## config.mk

```make
export PLATFORM = sky130hd
export DESIGN_NAME = serial_adder
export DESIGN_NICKNAME = d
export VERILOG_FILES = /design/src/rtl/serial_adder_pkg.sv /design/src/rtl/fulladder.sv /design/src/rtl/serial_adder.sv
export SDC_FILE = /design/constraint.sdc
export NUM_CORES = 1
export LEC_CHECK = 0
export ABC_CLOCK_PERIOD_IN_PS = 1900
export BUFFER_PORTS_ARGS = -buffer_cell sky130_fd_sc_hd__buf_4
export CELL_PAD_IN_SITES_DETAIL_PLACEMENT = 1
export CELL_PAD_IN_SITES_GLOBAL_PLACEMENT = 1
export CORE_ASPECT_RATIO = 1.75
export CORE_MARGIN = 4
export CORE_UTILIZATION = 44
export DETAILED_ROUTE_END_ITERATION = 10
export PLACE_DENSITY_LB_ADDON = 0.25
export SKIP_LAST_GASP = 1
export SLEW_MARGIN = 40
export SYNTH_ARGS = -nofsm -noshare
export SYNTH_HDL_FRONTEND = slang
export SYNTH_SLANG_ARGS = --single-unit
```

## constraint.sdc

```tcl
create_clock -name clk -period 1.9 [get_ports clk]
set_clock_uncertainty 0.2 [all_clocks]
set_input_delay 0.19 -clock clk [delete_from_list [all_inputs] [get_ports clk]]
set_output_delay 0.19 -clock clk [all_outputs]
set_load 0.005 [all_outputs]
```

## src/rtl/serial_adder_pkg.sv

```systemverilog
// rtl/serial_adder_pkg.sv - shared types and sizing helpers for the bit-serial adder
package serial_adder_pkg;

    typedef enum logic [1:0] {
        IDLE = 2'd0,
        RUN  = 2'd1,
        DONE = 2'd2
    } sa_state_t;

    // Bit counter needs at least one bit even when WIDTH is 1.
    function automatic int cnt_width(input int width);
        return (width > 1) ? $clog2(width) : 1;
    endfunction

endpackage

```

## src/rtl/fulladder.sv

```systemverilog
// rtl/fulladder.sv - single-bit full adder cell
module fulladder (
    output logic Sum,
    output logic Cout,
    input  logic A,
    input  logic B,
    input  logic Cin
);

    assign Sum  = A ^ B ^ Cin;
    assign Cout = (A & B) | (Cin & (A ^ B));

endmodule

```

## src/rtl/serial_adder.sv

```systemverilog
// rtl/serial_adder.sv - bit-serial WIDTH-bit adder, one bit pair per clock through a fulladder cell
module serial_adder
    import serial_adder_pkg::*;
#(
    parameter int WIDTH = 8
) (
    input  logic             clk,
    input  logic             rst_n,
    input  logic             start,
    input  logic [WIDTH-1:0] a,
    input  logic [WIDTH-1:0] b,
    input  logic             cin,
    output logic             busy,
    output logic             done,
    output logic [WIDTH-1:0] sum,
    output logic             cout
);

    localparam int                CNT_W    = cnt_width(WIDTH);
    localparam logic [CNT_W-1:0]  LAST_BIT = CNT_W'(WIDTH - 1);

    sa_state_t        state;
    sa_state_t        state_nx;
    logic [WIDTH-1:0] a_sh;
    logic [WIDTH-1:0] b_sh;
    logic [WIDTH-1:0] s_sh;
    logic [WIDTH-1:0] s_shift;
    logic             carry;
    logic [CNT_W-1:0] cnt;
    logic             fa_sum;
    logic             fa_cout;
    logic             load;
    logic             last;

    fulladder u_fa (
        .Sum  (fa_sum),
        .Cout (fa_cout),
        .A    (a_sh[0]),
        .B    (b_sh[0]),
        .Cin  (carry)
    );

    assign last = (cnt == LAST_BIT);

    always_comb begin
        state_nx = state;
        load     = 1'b0;
        case (state)
            IDLE: begin
                if (start) begin
                    state_nx = RUN;
                    load     = 1'b1;
                end
            end
            RUN: begin
                if (last) begin
                    state_nx = DONE;
                end
            end
            DONE: begin
                if (start) begin
                    state_nx = RUN;
                    load     = 1'b1;
                end else begin
                    state_nx = IDLE;
                end
            end
            default: state_nx = IDLE;
        endcase
    end

    // New sum bits enter at the MSB so bit 0 lands at s_sh[0] after WIDTH shifts.
    always_comb begin
        s_shift            = s_sh >> 1;
        s_shift[WIDTH-1]   = fa_sum;
    end

    always_ff @(posedge clk or negedge rst_n) begin
        if (!rst_n) begin
            state <= IDLE;
        end else begin
            state <= state_nx;
        end
    end

    always_ff @(posedge clk or negedge rst_n) begin
        if (!rst_n) begin
            a_sh  <= '0;
            b_sh  <= '0;
            s_sh  <= '0;
            carry <= 1'b0;
            cnt   <= '0;
        end else if (load) begin
            a_sh  <= a;
            b_sh  <= b;
            s_sh  <= '0;
            carry <= cin;
            cnt   <= '0;
        end else if (state == RUN) begin
            a_sh  <= a_sh >> 1;
            b_sh  <= b_sh >> 1;
            s_sh  <= s_shift;
            carry <= fa_cout;
            cnt   <= cnt + CNT_W'(1);
        end
    end

    // Result only moves on the final bit, so the previous answer stays visible while busy.
    always_ff @(posedge clk or negedge rst_n) begin
        if (!rst_n) begin
            sum  <= '0;
            cout <= 1'b0;
        end else if (state == RUN && last) begin
            sum  <= s_shift;
            cout <= fa_cout;
        end
    end

    assign busy = (state == RUN);
    assign done = (state == DONE);

endmodule

```

After elaboration in Yosys (flattened, before gate mapping). Index checks and enable logic that the tools add are counted. Widths: inputs -> output; s select.

Register bits: 39. Input bits: 20. Output and inout bits: 11. Logic and storage cells: 40.

Add/subtract/negate cells: 1. Equality and inequality tests: 5. Muxes and demuxes: 16. Bitwise operators: 5. Reductions and logical operators: 5.

Operators with widths (count): $mux 8 (6); $mux 3 (2); $pmux 2 s3 (1); $mux 1 (5); $mux 2 (2); $add 3x1->3 const B (1); $eq 3x3->1 const B (1); $and 1x1->1 (2); $eq 2x1->1 const B (1); $eq 2x2->1 const B (1); $logic_not 2->1 (1); $ne 2x1->1 const B (1); $ne 2x2->1 const B (1); $reduce_and 2->1 (1); $reduce_bool 2->1 (1); $reduce_or 2->1 (1); $xor 1x1->1 (2); $logic_and 1x1->1 (1); $or 1x1->1 (1).

Longest topological paths before layout. Gate-level depths: netlist of run 1.

Depth after elaboration: 5. Gate-level depth with buffers: 6. Gate-level depth less buffers: 4.

Cells and area by module. From an unflattened synthesis of run 1, not the netlist that was laid out.

Cell total of the unflattened synthesis: 138. Area total of the unflattened synthesis: 1961.9 um2.

By module, submodules not included: serial_adder (times used 1, cells an instance 137, area an instance 1941.9 um2, seq. area each 950.9 um2); fulladder (times used 1, cells an instance 1, area an instance 20.0 um2, seq. area each 0.0 um2).

Least setup slack after synthesis of run 1. OpenSTA, ideal clock, no wires.

Path type: register to register. From: reg cnt[0]. To: reg cout. Library setup time: 0.125 ns. Arrival time: 1.246 ns. Data required time: 1.575 ns. Slack: 0.329 ns. Stages on the path, launching flop included: 5. Buffers on the path: 0. Clock period less this slack: 1.571 ns. Path through: dfrtp_1 > ha_1 > ha_1 > nand2_8 > mux2_4.

Cells in the longest elaborated chain, start to end: 2.

Ends and longest elaborated chain: start, declared (RTL line serial_adder.sv:29) `logic [CNT_W-1:0] cnt;`; start signal, assigned (RTL line serial_adder.sv:104) `cnt <= cnt + CNT_W'(1);`; $eq 3x3->1 (RTL line serial_adder.sv:43) `assign last = (cnt == LAST_BIT);`; $logic_and 1x1->1 (RTL line serial_adder.sv:113) `end else if (state == RUN && last) begin`; end signal, assigned (RTL line serial_adder.sv:115) `cout <= fa_cout;`; end, declared (RTL line serial_adder.sv:16) `output logic cout`.

Every way passes these cells. A chain may end at the register's enable or synchronous reset.

Final worst setup path of run 1.
From: reg state[0]. To: out busy.

Cells in the longest elaborated chain, start to end: 1.

Ends and longest elaborated chain: start, declared (RTL line serial_adder.sv:22) `sa_state_t state;`; start signal, assigned (RTL line serial_adder.sv:82) `state <= state_nx;`; $eq 2x1->1 (RTL line serial_adder.sv:119) `assign busy = (state == RUN);`; end, declared (RTL line serial_adder.sv:13) `output logic busy,`.

Every way passes these cells.

==> run_results.csv, run 1 <==
group,metric,value,unit
timing,maxSlewViolCount,0,
place,preCtsSetupSlack,0.227,ns
pwr,comb_power_share,39.9,%
clock_network,cts_sinks,38,
clock_network,cts_tree,"built",
synthesis,ys_seq_area_share,53.9,%
worst_setup_path,path_max_fanout,14,
pwr,power_density,1580,nW/um^2
synthesis,synth_area_leaders,"dfrtp_1 54%, mux2_4 7.7%, a22o_1 5.5%",
floorplanning,core,3870,sq um
global_routing,gr-max-usage-layer,"met2",
place,dpl_cell_area,2010,sq um
cells_and_area,final_util,58.4,%
timing,period_needed,1.74,ns
pwr,pwr-share-seq,41.2,%
worst_setup_path,worstSetupStartpointType,"flip-flop",
place,post-place-cells,209,
synthesis,synth_common_cells,"38 x dfrtp_1, 14 x inv_1, 12 x o22ai_1",
cells_and_area,drive_gt1_share,37.4,%
synthesis,yosysWarnings,0,
drt,drt-pass1-iter-count,4,
floorplanning,die_h,91.8,microns
worst_setup_path,cp.arrival,1.35,ns
timing,rsz0062_at_grt,"false",
synthesis,synth_nets,157,
cells_and_area,stdcell_area,2260,sq um
clock_network,ctsLongestPathBuffers,2,
status,status,"finished clean",
floorplanning,num_rows,30,
global_routing,grt_pass1_vias,1376,
global_routing,met3_usage,3.38,%
drt,routedWlPerCell,17.1,microns
clock_network,cts_resized,0,
global_routing,grt_max_degree,39,
pwr,p_leak,1.11,nW
worst_setup_path,rr_worst_depth,4,
synthesis,synth.avg_cell_area,13.2,sq um
drt,drtIter0Drc,17,
timing,finalCritPeriodShare,91.8,%
pwr,ir_drop,0.897,mV
clock_network,cts-root-buf,"clkbuf_8",
floorplanning,initial_core_util,45.6,%
clock_network,htreeDepth,2,
synthesis,syn_inst,134,
drt,totalWireLength,3940,microns
timing,finalSetupViolations,0,
timing,fmax,573,MHz
synthesis,yosysTopAreaCell,"dfrtp_1",
synthesis,ys_ff_latch,38,
place,dpl.hpwl,2810,microns
timing,hold_viol_final,0,
pwr,p_clk_share,18.9,%
drt,ant_nets,0,
clock_network,clk_pin_slew_worst_paths,0.06,ns
cells_and_area,syn2layout_area_growth,28.1,%
worst_setup_path,timing.rr.end,"sum[4]",
global_routing,antenna_found_initial,0,
drt,vias,1208,
worst_hold_path,holdPathEnd,"a_sh[6]",
worst_setup_path,critPathRequiredTime,1.51,ns
global_routing,grt_pass1_wl,6720,microns
floorplanning,die_area,5130,sq um
clock_network,clock_latency,0.28,ns
worst_hold_path,min-delay-start,"a[6]",
clock_network,cts_made_buffers,5,
drt,route.detailed.drc,0,
global_routing,grt_overflow,0,
worst_setup_path,end_kind,"output pin",
worst_hold_path,hold_path.class,"in2reg",
synthesis,synth_edf_count,0,
synthesis,netlist_area,1760,sq um
synthesis,ys_types,26,
synthesis,async_flop_share,100,%
synthesis,synth_top_area_share,53.9,%
global_routing,gr-usage-met1,17.7,%
timing,worst_pin_slew,0.488,ns
pwr,p_int,2.36,mW
worst_hold_path,holdPathStages,3,
cells_and_area,final_cells,230,
timing,tns,0,ns
synthesis,synth_most_common_cell,"dfrtp_1",
floorplanning,die_x,55.9,microns
timing,max_slew_margin,67.5,%
drt,via_per_inst,5.25,
cells_and_area,antenna_cells,0,
synthesis,dominantRegCellSynth,"dfrtp_1",
pwr,switchingPower,1.21,mW
cells_and_area,nets,205,
global_routing,grt_usage,16.8,%
pwr,switching_share,33.9,%
worst_setup_path,criticalPathCategory,"reg2out",
worst_setup_path,worst-r2r-setup-slack,0.21,ns
place,gp_congestion,0.683,
timing,fin_ws,0.155,ns
floorplanning,io_pins,31,
global_routing,grtUsageMet2,32.9,%
cells_and_area,nFillCells,380,
worst_setup_path,r2r-start,"state[0]",
run,max_cap_violations,0,
place,portBuffers,30,
kinds of logic (layout without fill, tap and decap cells):
| logic type | after synthesis | after routing | share of synthesized area, % |
|---|---|---|---|
| buffers and inverters | 23 | 71 | 8.01 |
| DFF | 38 | 38 | 53.9 |
| muxes | 16 | 16 | 11.8 |
| adders and majority gates | 3 | 3 | 2.55 |
| AOI/OAI and AO/OA | 44 | 44 | 18.4 |
| and+or+nand+nor | 9 | 9 | 4.82 |
| xor gates and xnor gates | 1 | 1 | 0.497 |
worst max-delay path by stage:
stage | from | end | slack [ns] | cells past startpoint
after CTS | state[0] | busy | 0.15 | 3
after global placement | cnt[0] | sum[4] | 0.28 | 4
final | state[0] | busy | 0.16 | 3
after global routing | state[0] | busy | 0.06 | 3
after detailed placement | state[0] | cout | 0.23 | 4
after floorplan | cnt[0] | cout | 0.33 | 4
critical path: stages, from the launching register on:
cell and delay (ns):
dfrtp_1 0.59, nand2b_4 0.21, inv_6 0.15, buf_4 0.12
stage by stage:
step                      power [mW]  hold slack (ns)
final                           3.57           0.0115
after global routing            3.83           0.0257
after CTS                       3.62          0.00483
after detailed placement        2.89          -0.0136
after global placement          2.79          -0.0198
after floorplan                 2.45           -0.306
metal layers:
metal,vias to the layer above,part of all wire (%)
met5,-,0
met4,0,0.66
met2,27,60
li1,567,-
met1,612,36
met3,2,3.7
power groups by stage:
stage	Clock, mW	Sequential, mW	Combinational (mW)
final	0.676	1.47	1.43
after global routing	0.731	1.53	1.57
after CTS	0.697	1.47	1.45
after detailed placement	0	1.49	1.40
after global placement	0	1.45	1.34
after floorplan	0	1.37	1.08
layout by cell type, fill, tap and decap left out:
cell type	n
a211oi_1	3
a21o_1	1
a21oi_1	5
a21oi_2	10
a22o_1	11
and2b_1	3
buf_4	35
bufinv_16	1
clkbuf_8	6
dfrtp_1	38
dlygate4sd3_1	14
fa_1	1
ha_1	2
inv_1	14
inv_6	1
mux2_2	3
mux2_4	9
mux2i_1	4
nand2_8	1
nand2b_1	1
nand2b_4	1
nand3_1	1
nor2_4	1
nor2b_1	1
o21ai_0	2
o22ai_1	12
xnor2_1	1
cell type report:
cell class / count / area [sq um] / share of cell area [%]
Inverter: 15 / 61.3 / 2.71
Sequential cell: 38 / 951 / 42.1
Tap cell: 48 / 60.1 / 2.66
Multi-Input combinational cell: 73 / 672 / 29.7
Clock buffer: 6 / 82.6 / 3.65
Clock inverter: 1 / 30.0 / 1.33
Timing Repair Buffer: 49 / 403 / 17.8
repair_timing:
action / in CTS / in global routing
endpoints found under the hold margin: 51 / 0
buffers inserted: 0 / 0
hold buffers: 14 / 0
sequential cells by signal, summed over array words and instances, names as in the netlist:
signal and cells:
a_sh 8, b_sh 8, carry 1, cnt 3
cout 1, s_sh 7, state 2, sum 8
Power figures use the tool's default switching activity.
==> inputs of run 2 (changes only) <==
--- a/config.mk
+++ b/config.mk
@@ -9,13 +9,13 @@
 export BUFFER_PORTS_ARGS = -buffer_cell sky130_fd_sc_hd__buf_4
 export CELL_PAD_IN_SITES_DETAIL_PLACEMENT = 1
 export CELL_PAD_IN_SITES_GLOBAL_PLACEMENT = 1
-export CORE_ASPECT_RATIO = 1.75
+export CORE_ASPECT_RATIO = 0.8
 export CORE_MARGIN = 4
 export CORE_UTILIZATION = 44
 export DETAILED_ROUTE_END_ITERATION = 10
-export PLACE_DENSITY_LB_ADDON = 0.25
+export PLACE_DENSITY_LB_ADDON = 0.15
 export SKIP_LAST_GASP = 1
-export SLEW_MARGIN = 40
+export SLEW_MARGIN = 20
 export SYNTH_ARGS = -nofsm -noshare
 export SYNTH_HDL_FRONTEND = slang
 export SYNTH_SLANG_ARGS = --single-unit
==> run 2 against run 1 <==
  * Sequential power about the same
  * Sequential share of layout area decreased by 0.55 points
  * Maximum frequency increased by 0.66%
  * Global-route usage increased by 2.2 points
  * Register-to-register slack about the same
  * Via count increased by 1.7%
  * Core utilization increased by 1.4 points
  * Hold slack improved by 0.0014 ns
  * Clock power about the same
  * Non-clock buffer count increased by 3
  * Cell area increased by 1.3%
  * Largest cell class unchanged
  * Cell count increased by 4.8%
==> run_results.csv, run 2 (synthesis gave the netlist of run 1 again) <==
group,metric,value,unit
worst_setup_path,worstSetupStartpointType,"flip-flop",
cells_and_area,syn2layout_area_growth,29.8,%
worst_setup_path,end_kind,"output pin",
timing,max_slew_margin,67.5,%
clock_network,ctsLongestPathBuffers,2,
worst_setup_path,criticalPathCategory,"reg2out",
drt,routedWlPerCell,17.6,microns
cells_and_area,final_common_cell,"dfrtp_1",
drt,ant_nets,0,
clock_network,cts_tree,"built",
drt,drtIter0Drc,49,
cells_and_area,multi_input_area,672,sq um
cells_and_area,final_cell_mix,"38 x dfrtp_1, 36 x buf_4, 16 x dlygate4sd3_1",
worst_setup_path,cp_cell_sequence,"buf_4, nor2b_1, buf_4",
floorplanning,die_h,64.6,microns
clock_network,post-cts-setup-buffers,0,
timing,fmax,577,MHz
cells_and_area,antenna_cells,0,
pwr,power_density,1590,nW/um^2
cells_and_area,drive_gt1_share,36.6,%
floorplanning,die_area,5090,sq um
clock_network,cts_sinks,38,
pwr,power,3.64,mW
drt,via_per_inst,5.10,
global_routing,grt_max_degree,39,
floorplanning,io_pins,31,
worst_hold_path,min-delay-start,"a[0]",
cells_and_area,top_regs,"a_sh x8, b_sh x8, sum x8",
floorplanning,core,3830,sq um
drt,route.detailed.drc,0,
global_routing,grt_pass1_vias,1378,
timing,maxSlewViolCount,0,
timing,finalCritPeriodShare,91.2,%
timing,finalSetupViolations,0,
pwr,p_leak,1.11,nW
global_routing,antenna_found_initial,0,
floorplanning,initial_core_util,46.1,%
worst_setup_path,cp_slowest_stage_delay,0.59,ns
clock_network,cts-root-buf,"clkbuf_8",
clock_network,clk_pin_slew_worst_paths,0.07,ns
worst_setup_path,crit_slowest_cell,"dfrtp_1",
cells_and_area,regArea,951,sq um
clock_network,ctsHoldBuffers,16,
worst_setup_path,r2r-start,"cnt[0]",
clock_network,htreeDepth,2,
cells_and_area,nFillCells,392,
worst_setup_path,path_common_cell,"buf_4",
clock_network,cts_made_buffers,5,
global_routing,grt_usage,19.0,%
worst_setup_path,critPathLaunch,"state[0]",
worst_setup_path,critPathRequiredTime,1.51,ns
timing,tns,0,ns
timing,hold_viol_final,0,
worst_setup_path,path_max_fanout,11,
timing,period_needed,1.73,ns
status,status,"finished clean",
worst_setup_path,cp.arrival,1.34,ns
floorplanning,num_rows,20,
floorplanning,die_x,78.8,microns
cells_and_area,nets,208,
drt,totalWireLength,4240,microns
global_routing,grt_pass1_wl,7230,microns
cells_and_area,final_util,59.8,%
timing,worst_pin_slew,0.487,ns
clock_network,cts_resized,0,
run,max_cap_violations,0,
place,gp_congestion,0.746,
worst_hold_path,hold_path.class,"in2reg",
place,dpl.hpwl,2840,microns
drt,drt-pass1-iter-count,4,
global_routing,grt_overflow,0,
pwr,ir_drop,0.680,mV
clock_network,clock_latency,0.29,ns
drt,vias,1228,
place,portBuffers,30,
timing,rsz0062_at_grt,"false",
run 2: final cells by class:
| type | instances | share of cell area, % |
|---|---|---|
| Multi-Input combinational cell | 73 | 29.3 |
| Tap cell | 55 | 3.01 |
| Timing Repair Buffer | 52 | 18.8 |
| Clock inverter | 1 | 1.31 |
| Sequential cell | 38 | 41.5 |
| Inverter | 15 | 2.68 |
| Clock buffer | 7 | 3.33 |
run 2: worst paths after layout:
path                       cells after the start  slack, ns       to
max in group asynchronous                      2       0.95     cout
min in group asynchronous                      2       0.22  b_sh[7]
min                                            3       0.01  a_sh[0]
min reg2reg                                    1       0.31  b_sh[7]
max                                            3       0.17     done
max reg2reg                                    4       0.22   sum[0]
run 2: layer usage:
metal | track usage [%] | wire length [microns] | vias up
li1 | - | - | 575
met1 | 25.0 | 1920 | 620
met2 | 30.7 | 2100 | 25
met3 | 4.31 | 144 | 8
met4 | 7.21 | 68 | 0
met5 | 0 | 0 | -
run 2: through the flow:
step                      area, sq um  hold WS [ns]  setup slack, ns  std cells
after floorplan                  1760        -0.306            0.329        134
after global placement           2020       -0.0216            0.298        217
after detailed placement         2020       -0.0155            0.228        217
after CTS                        2290       0.00471            0.205        241
after global routing             2290        0.0106            0.109        241
final                            2290        0.0129            0.167        241
run 2: critical path, delay by kind of cell, from the launching register on:
| family | cells | cell delay [ns] |
|---|---|---|
| simple gates | 1 | 0.06 |
| flops | 1 | 0.59 |
| buf+inv | 2 | 0.39 |
run 2: where the power goes:
group          internal, mW  switching (mW)
sequential             1.17           0.292
clock                 0.393           0.282
combinational         0.791           0.708
total                  2.36            1.28
